**config.mk**
```make
export PLATFORM = sky130hd
export DESIGN_NAME = csa_accum_ctrl
export DESIGN_NICKNAME = d
export VERILOG_FILES = /design/src/rtl/csa_accum_ctrl.sv
export SDC_FILE = /design/constraint.sdc
export NUM_CORES = 1
export LEC_CHECK = 0
export CELL_PAD_IN_SITES_DETAIL_PLACEMENT = 1
export CELL_PAD_IN_SITES_GLOBAL_PLACEMENT = 2
export CORE_UTILIZATION = 32
export DETAILED_ROUTE_END_ITERATION = 8
export PLACE_DENSITY = 0.76
export SLEW_MARGIN = 20
export SYNTH_ARGS = -nofsm -noshare
export SYNTH_HDL_FRONTEND = slang
export SYNTH_SLANG_ARGS = --single-unit
```
**constraint.sdc**
```tcl
create_clock -name clk -period 6.5 [get_ports clk]
set_clock_uncertainty 0.05 [all_clocks]
set_input_delay 0.65 -clock clk [delete_from_list [all_inputs] [get_ports clk]]
set_output_delay 0.65 -clock clk [all_outputs]
set_load 0.05 [all_outputs]
```
**src/rtl/csa_accum_ctrl.sv**
```systemverilog
// Carry-save multi-operand accumulator sequencer with ripple-carry final resolution.
// Optional build macro: CSA_SATURATE_EN clamps an overflowed result to all-ones.

module ripple_adder #(
  parameter int W = 12
) (
  input  logic [W-1:0] a,
  input  logic [W-1:0] b,
  input  logic         cin,
  output logic [W-1:0] s,
  output logic         cout
);
  logic [W:0] c;

  assign c[0] = cin;

  for (genvar i = 0; i < W; i++) begin : g_fa
    assign s[i]   = a[i] ^ b[i] ^ c[i];
    assign c[i+1] = (a[i] & b[i]) | (a[i] & c[i]) | (b[i] & c[i]);
  end

  assign cout = c[W];
endmodule

// state   | meaning
// IDLE    | waiting for first operand of a group
// ACCUM   | folding operands into the S/C pair
// RESOLVE | S/C frozen, ripple adder settling
// DONE    | result presented, waiting for out_ready
module csa_accum_ctrl #(
  parameter int N              = 8,
  parameter int G              = 4,
  parameter int RESOLVE_CYCLES = 2,
  parameter int CW             = 8
) (
  input  logic             clk,
  input  logic             rst,
  input  logic             in_valid,
  output logic             in_ready,
  input  logic [N-1:0]     in_data,
  input  logic             in_last,
  output logic             out_valid,
  input  logic             out_ready,
  output logic [N+G-1:0]   out_sum,
  output logic             out_ovf,
  output logic             busy,
  output logic [CW-1:0]    op_count
);
  localparam int W   = N + G;
  localparam int RCW = (RESOLVE_CYCLES > 1) ? $clog2(RESOLVE_CYCLES) : 1;

  typedef enum logic [1:0] {IDLE, ACCUM, RESOLVE, DONE} state_t;

  state_t         state;
  logic [W-1:0]   acc_s;
  logic [W-1:0]   acc_c;
  logic           ovf;
  logic [RCW-1:0] res_cnt;
  logic           res_entry;

  logic [W-1:0]   x;
  logic [W-1:0]   s_base;
  logic [W-1:0]   c_base;
  logic [W-1:0]   maj;
  logic [W-1:0]   step_s;
  logic [W-1:0]   step_c;
  logic           step_ovf;
  logic [CW-1:0]  cnt_next;
  logic [W-1:0]   rip_s;
  logic           rip_cout;
  logic           fin_ovf;
  logic [W-1:0]   fin_sum;
  logic           accept;

  assign accept = in_valid & in_ready;

  // A group starting in IDLE folds its first operand into a cleared S/C pair.
  always_comb begin
    x        = {{G{1'b0}}, in_data};
    s_base   = (state == IDLE) ? '0 : acc_s;
    c_base   = (state == IDLE) ? '0 : acc_c;
    maj      = (s_base & c_base) | (s_base & x) | (c_base & x);
    step_s   = s_base ^ c_base ^ x;
    step_c   = {maj[W-2:0], 1'b0};
    step_ovf = maj[W-1] | ((state != IDLE) & ovf);
    if (state == IDLE)
      cnt_next = CW'(1);
    else if (op_count == '1)
      cnt_next = op_count;
    else
      cnt_next = op_count + CW'(1);
  end

  ripple_adder #(.W(W)) u_ripple (
    .a    (acc_s),
    .b    (acc_c),
    .cin  (1'b0),
    .s    (rip_s),
    .cout (rip_cout)
  );

  always_comb begin
    fin_ovf = ovf | rip_cout;
`ifdef CSA_SATURATE_EN
    fin_sum = fin_ovf ? '1 : rip_s;
`else
    fin_sum = rip_s;
`endif
  end

  always_ff @(posedge clk) begin
    if (rst) begin
      state     <= IDLE;
      acc_s     <= '0;
      acc_c     <= '0;
      ovf       <= 1'b0;
      res_cnt   <= '0;
      res_entry <= 1'b0;
      out_valid <= 1'b0;
      out_sum   <= '0;
      out_ovf   <= 1'b0;
      op_count  <= '0;
      busy      <= 1'b0;
      in_ready  <= 1'b1;
    end else begin
      case (state)
        IDLE, ACCUM: begin
          if (accept) begin
            acc_s    <= step_s;
            acc_c    <= step_c;
            ovf      <= step_ovf;
            op_count <= cnt_next;
            busy     <= 1'b1;
            if (in_last) begin
              state     <= RESOLVE;
              in_ready  <= 1'b0;
              res_entry <= 1'b1;
            end else begin
              state <= ACCUM;
            end
          end
        end
        RESOLVE: begin
          // First RESOLVE cycle arms the settle timer; capture on terminal count.
          if (res_entry) begin
            res_entry <= 1'b0;
            res_cnt   <= RCW'(RESOLVE_CYCLES - 1);
          end else if (res_cnt == '0) begin
            out_sum   <= fin_sum;
            out_ovf   <= fin_ovf;
            out_valid <= 1'b1;
            state     <= DONE;
          end else begin
            res_cnt <= res_cnt - RCW'(1);
          end
        end
        DONE: begin
          if (out_ready) begin
            out_valid <= 1'b0;
            busy      <= 1'b0;
            in_ready  <= 1'b1;
            state     <= IDLE;
          end
        end
        default: begin
          state    <= IDLE;
          busy     <= 1'b0;
          in_ready <= 1'b1;
        end
      endcase
    end
  end
endmodule
```
==> impl_metrics.ini <==
[synth]
synth_fp_nets = 340
synthCells = 303
synth_edf_count = 0
yosysSeqAreaShare = 0.400
synthFlopType = dfxtp_1
synthArstFlopShare = 0
netlist_area_um2 = 2600
avgSynthCellArea_um2 = 8.58
ys_warn_count = 0
synth_cell_types = 35
synth_top_cell_by_area = dfxtp_1
synthTopCellsByArea = dfxtp_1 (40%), fa_1 (13%), nand2_1 (11%), a21oi_1 (7.7%), nor2b_1 (5.5%)
ys_seq_elements = 52
synth_top_area_share = 0.400

[timing]
slew_headroom = 0.305
post-route-min-period_ns = 4.93
fmax_mhz = 203
setup_viol = 0
tns_ns = 0
drv_slew = 0
hold_viol = 0
finalCritPeriodShare = 0.759
tightestPinTransition_ns = 1.04
rsz0062_at_grt = false

[critical_path]
cp_max_fo = 3
ff2ff_setup_slack_ns = 1.57
path_class = reg -> reg
endpoint_kind = register
r2r_cells = 13
critPathArrivalTime_ns = 5.09
cp.required_ns = 6.65
startpoint_type = register
reg2reg_from = acc_s[1]$_SDFFE_PP0P_
r2r_end = out_sum[11]$_SDFFE_PP0P_

[place]
routabilityCongestion = 0.768
dp_hpwl_mm = 4.25
port-buffer-count = 36
place_area_um2 = 3020

[drt]
drt_iter0_drc = 44
drt-pass1-iter-count = 4
drc = 0
wl_met1_mm = 3.25
ant_nets = 0
routed_wl_mm = 6.13
wl_met2_mm = 2.72
top_layer = met4
viasPerCell = 4.91
post_drt_wl_per_cell_um = 14.2
met3WireLength_um = 109
num_vias = 2116

[final_layout]
final_nets = 366
areaGrowthSynthToFinish_pct = 19.0
drive_above_1_share = 0.0334
final_cell_mix = nand2_1 (77), dfxtp_1 (52), a21oi_1 (40), clkdlybuf4s50_1 (35), nor2b_1 (23)
antenna_cells = 0
finalInstanceArea_um2 = 3090
mostFrequentLayoutCell = nand2_1

[global_routing]
grt_pass1_vias = 2092
grt_first_pass_wirelength_mm = 10.6
antenna_found_initial = 0
grt_max_degree = 54
grt_use_total = 0.157
overflow = 0

[run]
maxCapViolCount = 0

[outcome]
status = finished clean

[floorplanning]
start_util = 0.333
rows = 32
die_h_um = 92.1
core_um2 = 7810
die_area_um2 = 8490
io_pins = 37
fp.dieW_um = 92.1

[clock_network]
clk_path_buf_depth = 2
cts-root-buf = clkbuf_8
postCtsSetupRepairBufs = 0
clk_pin_slew_worst_paths_ns = 0.09
cts.sinks = 52
cts_max_level = 2
ctsHoldBuffers = 0
clock_latency_ns = 0.30
postCtsResizedCells = 0
cts_buffers = 5
cts_tree = built

[power]
p_leak_nw = 1.14
power_per_cell_area_nw_per_um2 = 207
peakVddDrop_mv = 0.116

[min_path]
hold_path_class = reg -> reg
holdPathEnd = out_sum[6]$_SDFFE_PP0P_
min_from = out_sum[6]$_SDFFE_PP0P_
min_path_cells = 2
[area by class of cell]
cell class                 instances  area, um^2
clock inverter                     1        5.00
multi-input combinational        227        1460
sequential                        52        1040
fill                             931        4710
inverter                           5        18.8
timing repair buffer              38         370
tap                              102         128
clock buffer                       6        72.6
[synth_stat cells, types with 2 or more instances]
| cell | n |
|---|---|
| o21ai_0 | 7 |
| nor3b_1 | 2 |
| nor2_1 | 16 |
| o21bai_1 | 2 |
| a21oi_1 | 40 |
| a211oi_1 | 5 |
| fa_1 | 17 |
| and3_1 | 3 |
| dfxtp_1 | 52 |
| inv_1 | 5 |
| nand2_1 | 77 |
| a31oi_1 | 4 |
| ha_1 | 7 |
| or3b_1 | 2 |
| nor3_1 | 3 |
| nand3_1 | 4 |
| nor2b_1 | 23 |
| clkbuf_1 | 14 |
| buf_2 | 3 |
| mux2i_1 | 2 |
[through the flow]
stage / hold slack, ns / utilization / setup slack, ns / total power, mW / cells
floorplan: 0.386 / - / 1.85 / 0.429 / 303
global placement: 0.394 / 0.386 / 1.67 / 0.469 / 424
detailed placement: 0.398 / 0.386 / 1.61 / 0.472 / 424
CTS: 0.411 / 0.396 / 1.59 / 0.651 / 431
global route: 0.422 / 0.396 / 1.37 / 0.678 / 431
finish: 0.410 / 0.396 / 1.57 / 0.639 / 431
[worst max-delay path by stage]
| stage | start | endpoint | slack, ns | cells past startpoint |
|---|---|---|---|---|
| 2_1_floorplan | acc_s[1]$_SDFFE_PP0P_ | out_sum[11]$_SDFFE_PP0P_ | 1.85 | 13 |
| 3_3_place_gp | acc_s[1]$_SDFFE_PP0P_ | out_sum[11]$_SDFFE_PP0P_ | 1.67 | 13 |
| 3_5_place_dp | acc_s[1]$_SDFFE_PP0P_ | out_sum[11]$_SDFFE_PP0P_ | 1.61 | 13 |
| 4_1_cts | acc_s[1]$_SDFFE_PP0P_ | out_sum[11]$_SDFFE_PP0P_ | 1.59 | 13 |
| 5_1_grt | acc_s[1]$_SDFFE_PP0P_ | out_sum[11]$_SDFFE_PP0P_ | 1.37 | 13 |
| 6_report | acc_s[1]$_SDFFE_PP0P_ | out_sum[11]$_SDFFE_PP0P_ | 1.57 | 13 |
[cell families (layout without fill, tap and decap cells)]
group	Yosys count	in the layout	synth area share
muxes	2	2	0.00770
adders and majority gates	24	24	0.165
buffers and inverters	24	50	0.0390
and+or+nand+nor	139	139	0.255
DFF	52	52	0.400
AOI/OAI and AO/OA	62	62	0.134
[sequential cells by signal (all words and copies together), names as in the netlist]
| register | count |
|---|---|
| out_sum | 12 |
| acc_s | 12 |
| res_entry | 1 |
| acc_c | 11 |
| out_valid | 1 |
| state | 2 |
| in_ready | 1 |
| busy | 1 |
| op_count | 8 |
| ovf | 1 |
| res_cnt | 1 |
| out_ovf | 1 |
[report_power, final]
part / internal (mW) / total, mW / switching (mW) / leakage (nW)
clock network: 0.0737 / 0.177 / 0.104 / 0.0410
registers: 0.331 / 0.348 / 0.0166 / 0.422
logic: 0.0398 / 0.114 / 0.0742 / 0.672
total: 0.445 / 0.639 / 0.195 / 1.14
[routing by layer]
layer,vias up,GRT usage
li1,1054,-
met1,1031,0.229
met2,26,0.243
met3,5,0.0274
met4,0,0.0313
met5,-,0
[critical path, stage by stage, from the launching register on]
cell and delay, ns:
dfxtp_1 0.33, ha_1 0.21, fa_1 0.38, fa_1 0.39, fa_1 0.39, fa_1 0.39
fa_1 0.41, fa_1 0.42, fa_1 0.40, fa_1 0.40, fa_1 0.38, inv_1 0.08
fa_1 0.41, a211oi_1 0.21
(Power assumes the default switching activity.)
